## config.mk

```make
export PLATFORM = sky130hd
export DESIGN_NAME = hazard_sequencer
export DESIGN_NICKNAME = d
export VERILOG_FILES = /design/src/rtl/hazard_sequencer_pkg.sv /design/src/rtl/hazard_watchdog.sv /design/src/rtl/hazard_sequencer.sv
export SDC_FILE = /design/constraint.sdc
export NUM_CORES = 1
export LEC_CHECK = 0
export CORE_MARGIN = 2
export CORE_UTILIZATION = 44
export CTS_BUF_LIST = sky130_fd_sc_hd__clkbuf_2
export DETAILED_ROUTE_END_ITERATION = 7
export HOLD_SLACK_MARGIN = 0.02
export PLACE_DENSITY = 0.81
export SETUP_SLACK_MARGIN = 0.3
export SLEW_MARGIN = 5
export SYNTH_ARGS = -nofsm -noshare
export SYNTH_HDL_FRONTEND = slang
export SYNTH_SLANG_ARGS = --single-unit
```

## constraint.sdc

```tcl
create_clock -name clk_i -period 2.8 [get_ports clk_i]
set_clock_uncertainty 0.1 [all_clocks]
set_input_delay 0.84 -clock clk_i [delete_from_list [all_inputs] [get_ports clk_i]]
set_output_delay 0.84 -clock clk_i [all_outputs]
set_load 0.01 [all_outputs]
```

## src/rtl/hazard_sequencer_pkg.sv

```systemverilog
// rtl/hazard_sequencer_pkg.sv - shared types and widths for the hazard sequencer
//
// Purpose: FSM state encoding, register-index width and watchdog counter
// width shared by hazard_sequencer and hazard_watchdog.
// Ports: none (package).
package hazard_sequencer_pkg;

  localparam int REG_W  = 5;
  localparam int WAIT_W = 8;

  typedef enum logic {
    RUN      = 1'b0,
    MEM_WAIT = 1'b1
  } state_t;

endpackage

```

## src/rtl/hazard_watchdog.sv

```systemverilog
// rtl/hazard_watchdog.sv - wait-cycle counter with sticky timeout error
//
// Purpose: counts cycles spent waiting on a data-memory access and raises a
// sticky error once the wait reaches TIMEOUT cycles without completion.
// Ports:
//   clk_i   in  clock, rising edge
//   rst_i   in  asynchronous active-high reset
//   en      in  count this cycle (FSM is waiting)
//   clear   in  restart the count (FSM is entering the wait)
//   ready   in  access completes this cycle
//   err     out sticky timeout flag, cleared only by rst_i
import hazard_sequencer_pkg::*;

module hazard_watchdog #(
  parameter int TIMEOUT = 64
) (
  input  logic clk_i,
  input  logic rst_i,
  input  logic en,
  input  logic clear,
  input  logic ready,
  output logic err
);

  localparam logic [WAIT_W-1:0] LIMIT = WAIT_W'(TIMEOUT - 1);
  localparam logic [WAIT_W-1:0] SAT   = '1;

  logic [WAIT_W-1:0] cnt;

  always_ff @(posedge clk_i or posedge rst_i) begin
    if (rst_i) begin
      cnt <= '0;
      err <= 1'b0;
    end else begin
      if (clear) begin
        cnt <= '0;
      end else if (en && (cnt != SAT)) begin
        cnt <= cnt + 1'b1;
      end
      // The count is 0 in the first waiting cycle, so LIMIT is hit in the
      // TIMEOUT-th waiting cycle; the flag is visible from the next one.
      if (en && !ready && (cnt >= LIMIT)) begin
        err <= 1'b1;
      end
    end
  end

endmodule

```

## src/rtl/hazard_sequencer.sv

```systemverilog
// rtl/hazard_sequencer.sv - pipeline stall/bubble/flush controller with memory-wait freeze
//
// Purpose: decides PC/IF-ID write enables, ID/EX bubble, IF/ID flush and
// whole-pipeline freeze for the 5-stage core. Priority: freeze > load-use > flush.
// Optional feature macro: HAZARD_PERF_CNT_EN (stall and flush counters).
// Ports:
//   clk_i, rst_i          clock (rising) and async active-high reset
//   IF_ID_Rs1_i/Rs2_i     source registers of the instruction in ID
//   ID_EX_MemRead_i/Rd_i  load flag and destination of the instruction in EX
//   Branch_taken_i        branch/jump in ID resolved taken
//   dmem_req_i            MEM stage issues a data-memory access
//   dmem_ready_i          data memory completes the access
//   PCWrite_o, IF_ID_Write_o, NoOp_o, IF_ID_Flush_o, freeze_o  control outputs
//   err_o                 sticky watchdog error
//   stall_cnt_o, flush_cnt_o  perf counters (HAZARD_PERF_CNT_EN only)
import hazard_sequencer_pkg::*;

module hazard_sequencer #(
  parameter int TIMEOUT = 64
) (
  input  logic             clk_i,
  input  logic             rst_i,
  input  logic [REG_W-1:0] IF_ID_Rs1_i,
  input  logic [REG_W-1:0] IF_ID_Rs2_i,
  input  logic             ID_EX_MemRead_i,
  input  logic [REG_W-1:0] ID_EX_Rd_i,
  input  logic             Branch_taken_i,
  input  logic             dmem_req_i,
  input  logic             dmem_ready_i,
  output logic             PCWrite_o,
  output logic             IF_ID_Write_o,
  output logic             NoOp_o,
  output logic             IF_ID_Flush_o,
  output logic             freeze_o,
`ifdef HAZARD_PERF_CNT_EN
  output logic [31:0]      stall_cnt_o,
  output logic [31:0]      flush_cnt_o,
`endif
  output logic             err_o
);

  state_t state, state_next;
  logic   load_use;
  logic   wait_entry;

  assign load_use = ID_EX_MemRead_i && (ID_EX_Rd_i != '0) &&
                    ((ID_EX_Rd_i == IF_ID_Rs1_i) || (ID_EX_Rd_i == IF_ID_Rs2_i));

  always_ff @(posedge clk_i or posedge rst_i) begin
    if (rst_i) begin
      state <= RUN;
    end else begin
      state <= state_next;
    end
  end

  always_comb begin
    state_next    = state;
    freeze_o      = 1'b0;
    PCWrite_o     = 1'b1;
    IF_ID_Write_o = 1'b1;
    NoOp_o        = 1'b0;
    IF_ID_Flush_o = 1'b0;
    wait_entry    = 1'b0;

    case (state)
      RUN: begin
        if (dmem_req_i && !dmem_ready_i) begin
          freeze_o   = 1'b1;
          wait_entry = 1'b1;
          state_next = MEM_WAIT;
        end
      end
      MEM_WAIT: begin
        if (dmem_ready_i) begin
          state_next = RUN;
        end else begin
          freeze_o = 1'b1;
        end
      end
      default: state_next = RUN;
    endcase

    if (freeze_o) begin
      PCWrite_o     = 1'b0;
      IF_ID_Write_o = 1'b0;
    end else if (load_use) begin
      // A taken branch here is dropped; it is still asserted next cycle
      // once the bubble has removed the load from EX.
      PCWrite_o     = 1'b0;
      IF_ID_Write_o = 1'b0;
      NoOp_o        = 1'b1;
    end else if (Branch_taken_i) begin
      IF_ID_Flush_o = 1'b1;
    end
  end

  hazard_watchdog #(
    .TIMEOUT(TIMEOUT)
  ) u_watchdog (
    .clk_i (clk_i),
    .rst_i (rst_i),
    .en    (state == MEM_WAIT),
    .clear (wait_entry),
    .ready (dmem_ready_i),
    .err   (err_o)
  );

`ifdef HAZARD_PERF_CNT_EN
  always_ff @(posedge clk_i or posedge rst_i) begin
    if (rst_i) begin
      stall_cnt_o <= '0;
      flush_cnt_o <= '0;
    end else begin
      if (!PCWrite_o) begin
        stall_cnt_o <= stall_cnt_o + 32'd1;
      end
      if (IF_ID_Flush_o) begin
        flush_cnt_o <= flush_cnt_o + 32'd1;
      end
    end
  end
`endif

endmodule

```

==> flow_results.org <==
** Timing
- Final hold analysis gives a worst-case slack of approximately 0.39 ns.
- Achievable clock frequency :: 345 MHz
- Final number of max-transition violations :: 0
- Shortest clock period the worst path allows after layout :: 2.90 ns
- Setup violations, final :: 4
- Final setup margin :: -0.0994 ns
- Final hold vios :: 0
- Worst rel slew slack :: 73.5%
- Setup TNS :: -0.330 ns
- RSZ-0062 raised after global routing :: true
- For the pin with the worst max-slew slack, the measured transition is 0.397 ns.
- Period Utilization, post-route :: 104%

** Global route
- The first global-routing pass estimated 2950 µm of wire.
- Across every metal layer, demand over resource in global routing totals a little over a fifth.
- The number of global-route vias before repair came to approximately 700.
- Global routing consumed, on the met1 layer, around 25% of the routing resources.
- Largest net degree at the start of global routing :: 11
- For this run, global-route usage on met2 was measured as between 30% and 40%.
- met2 is the most crowded layer.
- For this run, global-route usage on met3 was measured as a little over 5%.
- Antenna violations before repair :: 0
- Summed over all layers, the global routing overflow is 0.

** Cells and area
- Area delta synth->final :: 52.6%
- Antenna Cells :: 0
- Net count reported at finish :: ~140
- The post-route netlist has between 20% and 30% of its cells at a drive strength greater than 1.
- The layout has ~120 filler cells.
- Non-filler cells in the finished layout :: between 100 and 150
- Cells fill a little over two thirds of the core in the end.
- The finished cells cover between 1000 and 1500 µm².

** Die
- Once the floorplan was initialized, standard cells occupied a little under half of the core.
- Total Die Area :: approximately 1900 µm²
- Row count :: 14
- Area of the core :: about 1500 µm²
- During I/O placement, the number of pins put on the boundary was 27.
- Die width :: around 43 µm
- Chip Height :: approximately 43 µm

** Clock tree
- TritonCTS built the clock tree.
- Clock Tree Root :: sky130_fd_sc_hd__clkbuf_2
- Counting the buffers created by CTS gives 3.
- Maximum clock path buffer count :: 2
- Clock-pin slew was measured on the worst setup and hold paths at 0.11 ns.
- CTS built an H-tree with a depth of 1.
- At the later pin of the worst-skew pair, clock insertion delay measures 0.25 ns.
- Number of sinks on the clock net :: 10
- # hold bufs at CTS :: 0

** Pwr
- For this design the total switching power over the nets is around 0.14 mW.
- The design draws between 0.4 and 0.5 mW.
- Clk network pwr share :: about a fifth
- For this design the static power due to leakage is 0.445 nW.
- Fraction of power consumed by combinational cells :: between 30 and 40%
- Sw frac :: about a third
- Cell internal power was estimated by the tool at 0.268 mW.
- IR Drop Worst-Case VDD :: around 240 µV
- In this run, flip-flops and latches consume a little under half of the power.
- PwrDens :: slightly below 400 nW/µm²

** Critical path
- Internal reg-to-reg setup slack :: approximately 1.1 ns
- STA classifies the critical path startpoint as a primary input.
- The worst register-to-register path has a depth of 5.
- Setup crit end :: NoOp_o
- Capturing point of the worst reg2reg path :: u_watchdog.cnt[3]
- Largest fanout on the critical path :: 3
- For the worst setup path, the data arrival time is 1.96 ns.
- The worst setup path is of the in2out kind.
- Critical Path End Type :: output port
- The startpoint identified for the worst register-to-register timing path is u_watchdog.cnt[0].
- Required time of the critical path :: 1.86 ns
- CP startpoint :: ID_EX_Rd_i[1]

** Yosys
- Fraction of registers with async set/reset :: 100%
- The synthesized design spends more area on one cell type than any other, namely sky130_fd_sc_hd__dfrtp_1.
- Number of enable flip-flop cells after synthesis :: 0
- Post-Synthesis Net Count :: 100
- Synthesis instantiated 26 different standard cells from the library.
- Yosys attributes the largest share of cell area to sky130_fd_sc_hd__dfrtp_1 (37%), sky130_fd_sc_hd__xnor2_1 (13%), sky130_fd_sc_hd__nand2_1 (6.1%).
- Proportion of netlist area held by the largest area contributor :: a little under two fifths
- Synthesized area divided by synthesized cell count :: between 8 and 9 µm²
- For this run, the register share of the synthesized area comes to 37.0%.
- Synthesis inferred 10 register bits.
- By count the netlist is led by sky130_fd_sc_hd__nand2_1 (11), sky130_fd_sc_hd__dfrtp_1 (10), sky130_fd_sc_hd__xnor2_1 (10).
- During synthesis, Yosys emitted a total of 0 warnings.
- Counting every instance in the synthesized netlist gives 78.
- The most used flip-flop cell after synthesis is sky130_fd_sc_hd__dfrtp_1.
- Most common cell in the synthesized netlist :: sky130_fd_sc_hd__nand2_1
- The synthesized netlist occupies a cell area of 676 µm².

** Place
- Post-placement setup slack :: -0.876 ns
- Summing all placed instances gives a cell area of ~1000 µm².
- Including well taps, the total number of placed cells is 125.
- IO buf count :: 26
- Placer Congestion :: ~0.77

** Routing
- Mean number of vias per cell :: approximately 5.4
- Post-Route WL :: between 1500 and 2000 µm
- In the final routed layout, each cell accounts on average for 12.9 µm.
- Detailed-route via count :: a little over 700
- In this run the remaining antenna-violating nets after routing total 0.
- Drt first-iter violations :: 9
- DRC violations left :: 0
- Before antenna repair, the detailed router went through 4 iterations.

** Flow run
- The tool flagged a number of max-cap violations equal to 0.

** Worst hold path
- Hold Path Depth :: 1
- The min-delay analysis places its worst path in the category reg2reg.

** Outcome
- Status :: complete, but fails checks
- Failing checks :: negative setup slack
## power by group through the flow
stage,Clock [mW],Combinational [mW],Sequential (mW)
after global routing,0.0985,0.147,0.190
after floorplan,0,0.0669,0.185
after global placement,0,0.131,0.186
final,0.0829,0.134,0.187
after detailed placement,0,0.135,0.189
after CTS,0.0869,0.128,0.186
## critical path, stage by stage
cell and delay (ns):
sky130_fd_sc_hd__buf_6 0.09, sky130_fd_sc_hd__or4_4 0.53, sky130_fd_sc_hd__o21a_4 0.22, sky130_fd_sc_hd__and3b_1 0.15, sky130_fd_sc_hd__buf_2 0.13
## sequential cells by signal, indices dropped and copies added, names as in the netlist
name	count
u_watchdog.cnt	8
state	1
u_watchdog.err	1
## per-layer routing
layer / vias to the layer above / part of all wire [%] / wire, µm
met5: - / 0 / 0
met4: 0 / 0.77 / 13
met3: 4 / 4.9 / 83
met2: 29 / 53 / 894
met1: 318 / 41 / 702
li1: 355 / - / -
## area by class of cell
cell class / count / area, µm² / area share, %
inverter: 4 / 15.0 / 1.46
timing repair buffer: 35 / 279 / 27.1
tap: 16 / 20.0 / 1.94
clock buffer: 3 / 15.0 / 1.46
sequential: 10 / 250 / 24.3
clock inverter: 1 / 3.75 / 0.364
multi-input combinational: 62 / 448 / 43.4
## kinds of logic (layout without fill, tap and decap cells)
group	count (synthesis)	after routing	share of synthesized area, %
AO/OA/AOI/OAI	19	19	20.4
XOR/XNOR	10	10	13.0
adder cells (fa/ha/maj)	1	1	1.85
buffers and inverters	6	43	4.07
flip-flops	10	10	37.0
multiplexers	2	2	2.96
AND/OR/NAND/NOR	30	30	20.7
## how the worst min path moves through the flow
| stage | to | startpoint |
|---|---|---|
| global route | u_watchdog.err | u_watchdog.err |
| floorplan | u_watchdog.cnt[3] | u_watchdog.cnt[3] |
| CTS | u_watchdog.err | u_watchdog.err |
| detailed placement | u_watchdog.err | u_watchdog.err |
| global placement | u_watchdog.err | u_watchdog.err |
| finish | u_watchdog.err | u_watchdog.err |
## layout by cell type (no fill, tap or decap), types with 3 or more instances in the layout
cell and instances:
sky130_fd_sc_hd__nand3_1 6, sky130_fd_sc_hd__nand2_1 11, sky130_fd_sc_hd__o211ai_1 3, sky130_fd_sc_hd__inv_1 4, sky130_fd_sc_hd__buf_6 3, sky130_fd_sc_hd__clkbuf_2 4
sky130_fd_sc_hd__buf_4 8, sky130_fd_sc_hd__nor2_1 5, sky130_fd_sc_hd__o21ai_0 6, sky130_fd_sc_hd__dlygate4sd2_1 12, sky130_fd_sc_hd__buf_2 7, sky130_fd_sc_hd__xnor2_1 8
sky130_fd_sc_hd__dfrtp_1 10, sky130_fd_sc_hd__clkdlybuf4s50_1 4
## repair_timing
action	CTS	global route
endpoints found under the setup margin	5	5
gates cloned	0	0
gates resized for setup	54	9
buffers inserted	2	0
pin swaps	17	7
(Power assumes the default switching activity.)
==> RTL edit: new RTL, same settings <==
The option `HAZARD_PERF_CNT_EN` is turned on by a define.
--- a/src/rtl/hazard_sequencer.sv
+++ b/src/rtl/hazard_sequencer.sv
@@ -13,6 +13,8 @@
 //   PCWrite_o, IF_ID_Write_o, NoOp_o, IF_ID_Flush_o, freeze_o  control outputs
 //   err_o                 sticky watchdog error
 //   stall_cnt_o, flush_cnt_o  perf counters (HAZARD_PERF_CNT_EN only)
+`define HAZARD_PERF_CNT_EN
+
 import hazard_sequencer_pkg::*;
 
 module hazard_sequencer #(
Check against the original RTL (old outputs only; new: flush_cnt_o and stall_cnt_o): equivalent (equiv_simple and equiv_induct, registers matched by name and starting in step).
==> RTL edit against the unedited design <==
Setup slack got worse by 160 ps. Largest cell class is now sequential cells. Via count rose to 4.5 times the old value. Largest power group unchanged. Synthesized cell count grew to 4.3 times the old value. Critical path depth grew 1. Count of clock-buffer cells in the layout grew 6. Cell area rose to 5.4 times the old value. Synthesized area rose to 5.3 times the old value. Wire length rose to 5.2 times the old value. Global-route usage decreased by 1.1 points. First-iteration DRC count increased to 7.7 times the old value. Sequential cell count up 64. Critical path type unchanged. Total power increased to 7.4 times the old value. The flow still finishes with violations (setup timing). Maximum frequency fell by 5.3%.
==> RTL edit: results (changes against the unedited design) <==
| Metric | Value |
|---|---|
| Critical Path Start | ID_EX_Rd_i[4] |
| Post-Synth Adder-Cell Area | 0.0104 (-0.00812) |
| R2r worst-path depth | 7 (+2) |
| Met3 wire len | 358 um (+330%) |
| Comb pwr | 990 uW (+640%) |
| WL met1 | 3750 um (+430%) |
| Failing checks | setup timing |
| Vias after detailed routing | 3143 (+350%) |
| First-pass GRT wire length | 14000 um (+370%) |
| Compound-Gate Fraction of Synth Area | 0.0368 (-0.167) |
| Worst-path clk slew | 200 ps (+90 ps) |
| Met3 Resource Use GR | 0.0431 (-0.00797) |
| Post-synth ARST share | 1.00 (unchanged) |
| Worst setup endpoint | IF_ID_Flush_o |
| Critical R2R Capture | flush_cnt_o[24] |
| H-tree levels | 3 (+2) |
| Global Route met2 Usage | 0.347 (-0.0172) |
| PortBufs | 90 (+250%) |
| Largest regs | flush_cnt_o: 32 flops, stall_cnt_o: 32 flops, u_watchdog.cnt: 8 flops |
| Register area share after synthesis | 0.513 (+0.143) |
| M1 GR Usage | 0.244 (-0.00475) |
| Slew @ Worst Pin | 579 ps (+182 ps) |
| Worst hold-check path type | register to register |
| Leading post-synthesis cells by instance count | dfrtp_1 (74), nand2_1 (40), xor2_1 (39), xnor2_1 (38), nor2_1 (24) |
| Avg WL per Cell | 14.0 um (+8.5%) |
| Switching part of the total | 0.305 (-0.0302) |
| Final setup margin | -260 ps (-161 ps) |
| Worst vdd ir | 0.000298 V (+26%) |
| FF-to-FF setup slack | 590 ps (-550 ps) |
| Outcome | finished with violations |
| Hold Crit Start | stall_cnt_o[10] |
| Reg2Reg Launch Point | flush_cnt_o[7] |
| Leak pwr | 2.70 nW (+510%) |
| Clk pwr share | 0.227 (+0.022) |
| Nets | 544 (+290%) |
| First-iteration detailed-routing DRC count | 69 (+60) |
| Yosys cell types | 38 (+46%) |
| Largest net degree at the start of global routing | 75 (+64) |
| Initial antenna violation count | 0 (unchanged) |
| Layout cells sized above 1 | 0.288 (+0.000663) |
| Synth Net Count | 361 (+260%) |
| Mux share of post-synthesis cell area | 0.00624 (-0.0234) |
| Setup violators final | 4 (unchanged) |
| Total global-route track usage | 0.199 (-0.0106) |
| Hold WS | 396 ps (+2.01 ps) |
| Post-Synth XOR/XNOR Area | 0.187 (+0.0573) |
| Vias in the first global route | 3117 (+330%) |
| GP Congestion | 0.823 (+6.8%) |
| Hold EP | stall_cnt_o[10] |
| Setup TNS | -915 ps (-585 ps) |
| Filler Cells Inserted | 620 (+400%) |
| DR WL met2 | 4560 um (+410%) |
-- RTL edit: final cells by class --
cell class                 count  area share
inverter                       8     0.00611
timing repair buffer         178       0.292
multi-input combinational    249       0.317
tap                          105      0.0238
clock buffer                   9     0.00814
sequential                    74       0.336
clock inverter                 7      0.0167
-- RTL edit: timing repair --
item / 4_1_cts / 5_1_grt
endpoints found under the setup margin: 59 / 67
gates resized for setup: 71 / 27
setup buffers: 28 / 43
pin swaps: 14 / 11
-- RTL edit: stage by stage --
| step | instance area [um^2] | util | power [mW] | setup WS (ps) | instances |
|---|---|---|---|---|---|
| floorplan | 3620 | - | 1.71 | -253 | 337 |
| global placement | 4740 | 0.586 | 2.09 | -1000 | 543 |
| detailed placement | 4740 | 0.586 | 2.12 | -1040 | 543 |
| CTS | 5120 | 0.633 | 2.86 | -283 | 587 |
| global route | 5530 | 0.683 | 3.18 | -268 | 630 |
| finish | 5530 | 0.683 | 3.00 | -260 | 630 |
